File: src/rtl/mem_arb_pkg.sv
// Shared types and default widths for the data-memory arbiter between the
// CPU memory stage and the host image burst port.
package mem_arb_pkg;

    localparam int DEF_AW       = 32;
    localparam int DEF_DW       = 128;
    localparam int DEF_LW       = 8;
    localparam int DEF_MAX_WAIT = 16;

    typedef enum logic [1:0] {
        ST_IDLE    = 2'd0,
        ST_HOST_WR = 2'd1,
        ST_HOST_RD = 2'd2
    } arb_state_t;

endpackage

File: src/rtl/burst_addr_gen.sv
// Beat address and beat counter for one host burst; the address wraps
// modulo 2^AW and last_beat flags the final beat of the loaded length.
module burst_addr_gen #(
    parameter int AW = 32,
    parameter int LW = 8
) (
    input  logic          clk,
    input  logic          rst,
    input  logic          load,
    input  logic [AW-1:0] base_addr,
    input  logic [LW-1:0] len,
    input  logic          step,
    output logic [AW-1:0] beat_addr,
    output logic          last_beat
);

    logic [AW-1:0] addr_reg;
    logic [LW-1:0] len_reg;
    logic [LW-1:0] cnt_reg;

    always_ff @(posedge clk) begin
        if (rst) begin
            addr_reg <= '0;
            len_reg  <= '0;
            cnt_reg  <= '0;
        end else if (load) begin
            addr_reg <= base_addr;
            len_reg  <= len;
            cnt_reg  <= '0;
        end else if (step) begin
            addr_reg <= addr_reg + AW'(1);
            cnt_reg  <= cnt_reg + LW'(1);
        end
    end

    assign beat_addr = addr_reg;
    assign last_beat = (cnt_reg == len_reg);

endmodule

File: src/rtl/mem_arbiter.sv
// Arbitrates the single-port data memory between the CPU memory stage
// (priority) and host image bursts, with a bounded wait for the host.
module mem_arbiter
    import mem_arb_pkg::*;
#(
    parameter int AW       = DEF_AW,
    parameter int DW       = DEF_DW,
    parameter int LW       = DEF_LW,
    parameter int MAX_WAIT = DEF_MAX_WAIT
) (
    input  logic          clk,
    input  logic          rst,
    input  logic          cpu_rmem,
    input  logic          cpu_wmem,
    input  logic [AW-1:0] cpu_addr,
    input  logic [DW-1:0] cpu_wdata,
    output logic [DW-1:0] cpu_rdata,
    output logic          cpu_stall,
    input  logic          host_req,
    input  logic          host_we,
    input  logic [AW-1:0] host_addr,
    input  logic [LW-1:0] host_len,
    output logic          host_busy,
    input  logic          host_wvalid,
    input  logic [DW-1:0] host_wdata,
    output logic          host_wready,
    output logic          host_rvalid,
    output logic [DW-1:0] host_rdata,
    output logic          host_done,
    output logic          mem_en,
    output logic          mem_we,
    output logic [AW-1:0] mem_addr,
    output logic [DW-1:0] mem_wdata,
    input  logic [DW-1:0] mem_rdata
);

    localparam int WCW = $clog2(MAX_WAIT + 1);

    arb_state_t     state_reg, state_next;
    logic           pending_reg;
    logic           busy_reg;
    logic           we_reg;
    logic [WCW-1:0] wait_cnt_reg;
    logic           rvalid_reg;
    logic           rdone_reg;

    logic           cpu_acc;
    logic           req_acc;
    logic           pend;
    logic           req_we;
    logic           grant;
    logic           step;
    logic           wr_done;
    logic [AW-1:0]  beat_addr;
    logic           last_beat;

    assign cpu_acc = cpu_rmem | cpu_wmem;
    assign req_acc = host_req & ~busy_reg;
    // A request arriving this cycle already counts as pending, so an idle
    // CPU lets the burst start on the very next edge.
    assign pend    = pending_reg | req_acc;
    assign req_we  = pending_reg ? we_reg : host_we;

    burst_addr_gen #(
        .AW(AW),
        .LW(LW)
    ) u_addr_gen (
        .clk       (clk),
        .rst       (rst),
        .load      (req_acc),
        .base_addr (host_addr),
        .len       (host_len),
        .step      (step),
        .beat_addr (beat_addr),
        .last_beat (last_beat)
    );

    always_comb begin
        state_next  = state_reg;
        grant       = 1'b0;
        step        = 1'b0;
        wr_done     = 1'b0;
        cpu_stall   = 1'b0;
        host_wready = 1'b0;
        mem_en      = 1'b0;
        mem_we      = 1'b0;
        mem_addr    = cpu_addr;
        mem_wdata   = cpu_wdata;
        case (state_reg)
            ST_IDLE: begin
                mem_en = cpu_acc;
                mem_we = cpu_wmem;
                if (pend && (!cpu_acc || wait_cnt_reg == WCW'(MAX_WAIT))) begin
                    grant      = 1'b1;
                    state_next = req_we ? ST_HOST_WR : ST_HOST_RD;
                end
            end
            ST_HOST_WR: begin
                cpu_stall   = cpu_acc;
                host_wready = 1'b1;
                mem_addr    = beat_addr;
                mem_wdata   = host_wdata;
                mem_en      = host_wvalid;
                mem_we      = host_wvalid;
                if (host_wvalid) begin
                    step = 1'b1;
                    if (last_beat) begin
                        wr_done    = 1'b1;
                        state_next = ST_IDLE;
                    end
                end
            end
            ST_HOST_RD: begin
                cpu_stall = cpu_acc;
                mem_addr  = beat_addr;
                mem_en    = 1'b1;
                step      = 1'b1;
                if (last_beat) begin
                    state_next = ST_IDLE;
                end
            end
            default: begin
                state_next = ST_IDLE;
            end
        endcase
    end

    always_ff @(posedge clk) begin
        if (rst) begin
            state_reg    <= ST_IDLE;
            pending_reg  <= 1'b0;
            busy_reg     <= 1'b0;
            we_reg       <= 1'b0;
            wait_cnt_reg <= '0;
            rvalid_reg   <= 1'b0;
            rdone_reg    <= 1'b0;
        end else begin
            state_reg   <= state_next;
            pending_reg <= pend & ~grant;
            if (req_acc) begin
                we_reg <= host_we;
            end
            // Read bursts stay busy until the trailing data beat has gone out.
            if (req_acc) begin
                busy_reg <= 1'b1;
            end else if (wr_done || rdone_reg) begin
                busy_reg <= 1'b0;
            end
            if (grant) begin
                wait_cnt_reg <= '0;
            end else if (state_reg == ST_IDLE && pend && cpu_acc &&
                         wait_cnt_reg != WCW'(MAX_WAIT)) begin
                wait_cnt_reg <= wait_cnt_reg + WCW'(1);
            end
            rvalid_reg <= (state_reg == ST_HOST_RD);
            rdone_reg  <= (state_reg == ST_HOST_RD) && last_beat;
        end
    end

    assign cpu_rdata  = mem_rdata;
    assign host_busy  = busy_reg;
    assign host_rvalid = rvalid_reg;
    assign host_rdata = rvalid_reg ? mem_rdata : '0;
    assign host_done  = wr_done | rdone_reg;

endmodule
File: config.mk
export PLATFORM = sky130hd
export DESIGN_NAME = mem_arbiter
export DESIGN_NICKNAME = d
export VERILOG_FILES = /design/src/rtl/mem_arb_pkg.sv /design/src/rtl/burst_addr_gen.sv /design/src/rtl/mem_arbiter.sv
export SDC_FILE = /design/constraint.sdc
export NUM_CORES = 1
export LEC_CHECK = 0
export CAP_MARGIN = 20
export CORE_AREA = 2 2 340 342
export DETAILED_ROUTE_END_ITERATION = 6
export DIE_AREA = 0 0 342 344
export MAX_ROUTING_LAYER = met4
export PLACE_DENSITY = 0.3
export SETUP_SLACK_MARGIN = 0.5
export SLEW_MARGIN = 20
export SYNTH_ARGS = -nofsm -noshare
export SYNTH_HDL_FRONTEND = slang
export SYNTH_HIERARCHICAL = 1
export SYNTH_SLANG_ARGS = --single-unit
File: constraint.sdc
create_clock -name clk -period 4.15 [get_ports clk]
set_clock_uncertainty 0.15 [all_clocks]
set_input_delay 0.6225 -clock clk [delete_from_list [all_inputs] [get_ports clk]]
set_output_delay 0.6225 -clock clk [all_outputs]
set_load 0.05 [all_outputs]
==> metrics.md <==
| Metric | Value |
|---|---|
| Synthesized instance count | `848` |
| Post-Syn Area | `6990 um2` |
| VDD IR max | `0.128 mV` |
| Non-Filler Instances | `3129` |
| Worst slew margin | `26.4%` |
| Width of the die | `342 um` |
| Top_reg_cell synth | `dfxtp_1` |
| CP Cell Sequence | `inv_1 > ha_4 > buf_12 > mux2_2 > clkdlybuf4s50_1` |
| Worst slew pin tran | `1100 ps` |
| CTS tree | `built` |
| Global route overflow | `0` |
| Outcome | `finished clean` |
| Post-route ant nets | `0` |
| Crit path DAT | `2810 ps` |
| Initial antenna violation count | `105` |
| Worst setup startpoint | `state_reg[1]$_SDFFE_PP0P_` |
| Top cells by area, synth | `mux2_2 (26%), dfxtp_1 (17%), buf_4 (14%), and2_1 (12%), nor2_1 (2.7%)` |
| Fin crit period | `3580 ps` |
| Footprint of the multi-input gates | `4560 um2` |
| Top delay family on crit path | `buffers and inverters` |
| Setup CP Type | `flip-flop to primary output` |
| Number of flops mapped to enable cells by yosys | `0` |
| Die footprint | `118000 um2` |
| Synth top area share | `25.9%` |
| Postcts setup bufs | `0` |
| Via count | `9783` |
| Critical path startpoint category | `flip-flop` |
| Final wirelength | `105000 um` |
| Max Transition Viols Final | `0` |
| DR DRC count | `0` |
| Reg area | `1200 um2` |
| Clock root cell | `clkbuf_16` |
| Setup crit end | `mem_wdata[59]` |
| Max-cap check violation count | `0` |
| Final nets | `2051` |
| WP data required | `3380 ps` |
| Total Neg Setup Slack | `0 ps` |
| Layout cell share with drive strength beyond 1 | `15.4%` |
| Die height | `344 um` |
| Total GRT Usage | `17.5%` |
| Number of buffers created by CTS | `9` |
| Core Region | `114000 um2` |
| Clk sink count | `60` |
| GP Congestion | `0.944` |
| Largest net degree at the start of global routing | `73` |
| Synth warn | `6` |
| Synth-to-Final Area Change | `145%` |
| # rows | `124` |
| Global-route wire length before repair | `125000 um` |
| Worst-path fanout max | `57` |
| Drt first pass iters | `4` |
| Post-CTS sizing | `0` |
| Netlist cell types | `58` |
| H-tree levels | `3` |
| Clock Latency Late Sink | `350 ps` |
| Fillers | `12900` |
| Crit end category | `primary output` |
| R2R depth | `10` |
| Setup violators final | `0` |
| Post-Route Utilization | `15.0%` |
| Number of buffers inserted by hold repair at cts | `0` |
| Reg2reg setup slack | `1130 ps` |
| Clock Path Buffers | `2` |
| Post-Syn Nets | `1319` |
| Max FFs per register | `32` |
| Slowest-stage cell, CP | `clkdlybuf4s50_1` |
| Reg2Reg Launch Point | `state_reg[0]$_SDFFE_PP0P_` |
| Crit share post-route | `86.3%` |
| Worst hold path class | `flip-flop to flip-flop` |
| Worst r2r dst | `u_addr_gen/beat_addr[24]$_SDFFE_PP0P_` |
| WP buf/inv | `3` |
| Final Hold Violating Endpoints | `0` |
| Final Total Pwr | `3920 uW` |
| Post-DP HPWL | `97800 um` |
| Post-synthesis sequential area ratio | `17.2%` |
| Total I/O pin count | `886` |
| Levels on crit path | `5` |
| Syn Area/Cell | `8.24 um2` |
| Clock-pin slew on the worst setup and hold paths | `50 ps` |
| DR iter-0 viols | `421` |
| Initial Utilization | `6.14%` |
| Drt via density | `3.13` |
| Routed wire per std cell | `33.6 um` |
| FF+latch count, synth | `60` |
| Fraction of registers with async set/reset | `0%` |
| Pleak | `0.00574 uW` |
| Unrepaired setup endpoints after global routing | `false` |
| WHS Path Cells | `2` |
| Fmax | `279 MHz` |
| # port buffers | `885` |
| Number of global-route vias before repair | `9979` |
| Crit-path max cell delay | `1110 ps` |
| Pwr Density | `229 nW/um2` |
| Cell taking the most area after synthesis | `mux2_2` |
| # placed instances | `3081` |
[layout make-up]
class | instances | area share [%]
antenna | 32 | 0.468
clock buffer | 10 | 1.40
clock inverter | 6 | 0.643
inverter | 15 | 0.329
multi-input combinational | 589 | 26.7
sequential | 60 | 7.04
tap | 1512 | 11.1
timing repair buffer | 905 | 52.4
[worst min-delay path by stage]
| stage | start | endpoint | slack, ps |
|---|---|---|---|
| after detailed placement | wait_cnt_reg[4]$_SDFFE_PP0P_ | wait_cnt_reg[4]$_SDFFE_PP0P_ | 340 |
| after CTS | wait_cnt_reg[1]$_SDFFE_PP0P_ | wait_cnt_reg[1]$_SDFFE_PP0P_ | 350 |
| after global placement | wait_cnt_reg[0]$_SDFFE_PP0P_ | wait_cnt_reg[0]$_SDFFE_PP0P_ | 330 |
| after floorplan | wait_cnt_reg[4]$_SDFFE_PP0P_ | wait_cnt_reg[4]$_SDFFE_PP0P_ | 310 |
| final | wait_cnt_reg[1]$_SDFFE_PP0P_ | wait_cnt_reg[1]$_SDFFE_PP0P_ | 350 |
| after global routing | wait_cnt_reg[4]$_SDFFE_PP0P_ | wait_cnt_reg[4]$_SDFFE_PP0P_ | 380 |
[synth_stat cells, types with 3 or more instances]
master    instances
buf_1             7
buf_4           128
ha_1              8
xor2_1            8
nor2_1           50
a22oi_1           3
mux2i_1          12
o21ai_0          19
a211oi_1         12
dfxtp_1          60
xnor2_1          15
and4_1            7
nand4_1          15
and2_1          131
nor3_1           14
nand2_1          34
o211ai_1          4
clkbuf_1         36
mux2_2          161
inv_1            15
nand3_1          12
nor4_1            8
a311oi_1         10
or4_1             4
buf_2            10
or3_1            11
a21oi_1          13
[where the power goes]
| part | leakage [uW] | switching, uW | internal, uW |
|---|---|---|---|
| Clock | 0.000173 | 315 | 603 |
| Combinational | 0.00508 | 1400 | 917 |
| Sequential | 0.000494 | 74.5 | 612 |
[routing by layer]
metal	track usage (%)	vias to the layer above	part of all wire, %
met5	-	-	0
met2	28.5	664	46
met1	19.6	4637	41
li1	-	4359	-
met4	1.75	0	1.6
met3	9.07	123	11
[through the flow]
step	cell area, um2	setup WS [ps]	hold WS, ps
after floorplan	6990	703	306
after global placement	16700	653	329
after detailed placement	16700	684	345
after CTS	17000	563	353
after global routing	17100	511	377
final	17100	567	353
[placed cells by master (no fill, tap or decap), types with 13 or more instances in the layout]
cell,synthesis,layout
nor3_1,14,14
mux2_2,161,161
xnor2_1,15,15
diode_2,0,32
nand2_1,34,34
nand4_1,15,15
and2_1,131,131
o21ai_0,19,19
dfxtp_1,60,59
buf_4,128,49
a21oi_1,13,13
clkdlybuf4s50_1,0,851
inv_1,15,15
nor2_1,50,50
[logic make-up (layout without fill, tap and decap cells)]
logic type,after synthesis,after routing,synth area share [%]
other,0,32,0
adders and majority gates,8,8,1.43
buffers and inverters,199,936,17.9
and+or+nand+nor,299,299,24.2
AOI/OAI and AO/OA,86,86,8.77
xor gates and xnor gates,23,23,2.88
muxes,173,173,27.7
DFF,60,60,17.2
[worst register-to-register path, delay by kind of cell (launching register included)]
kind | cells | cell delay, ps
buf+inv | 4 | 640
compound gates | 2 | 390
flops | 1 | 400
fa+ha+maj | 1 | 300
simple gates | 3 | 1020
No activity file was read; power rests on OpenSTA's default activity.
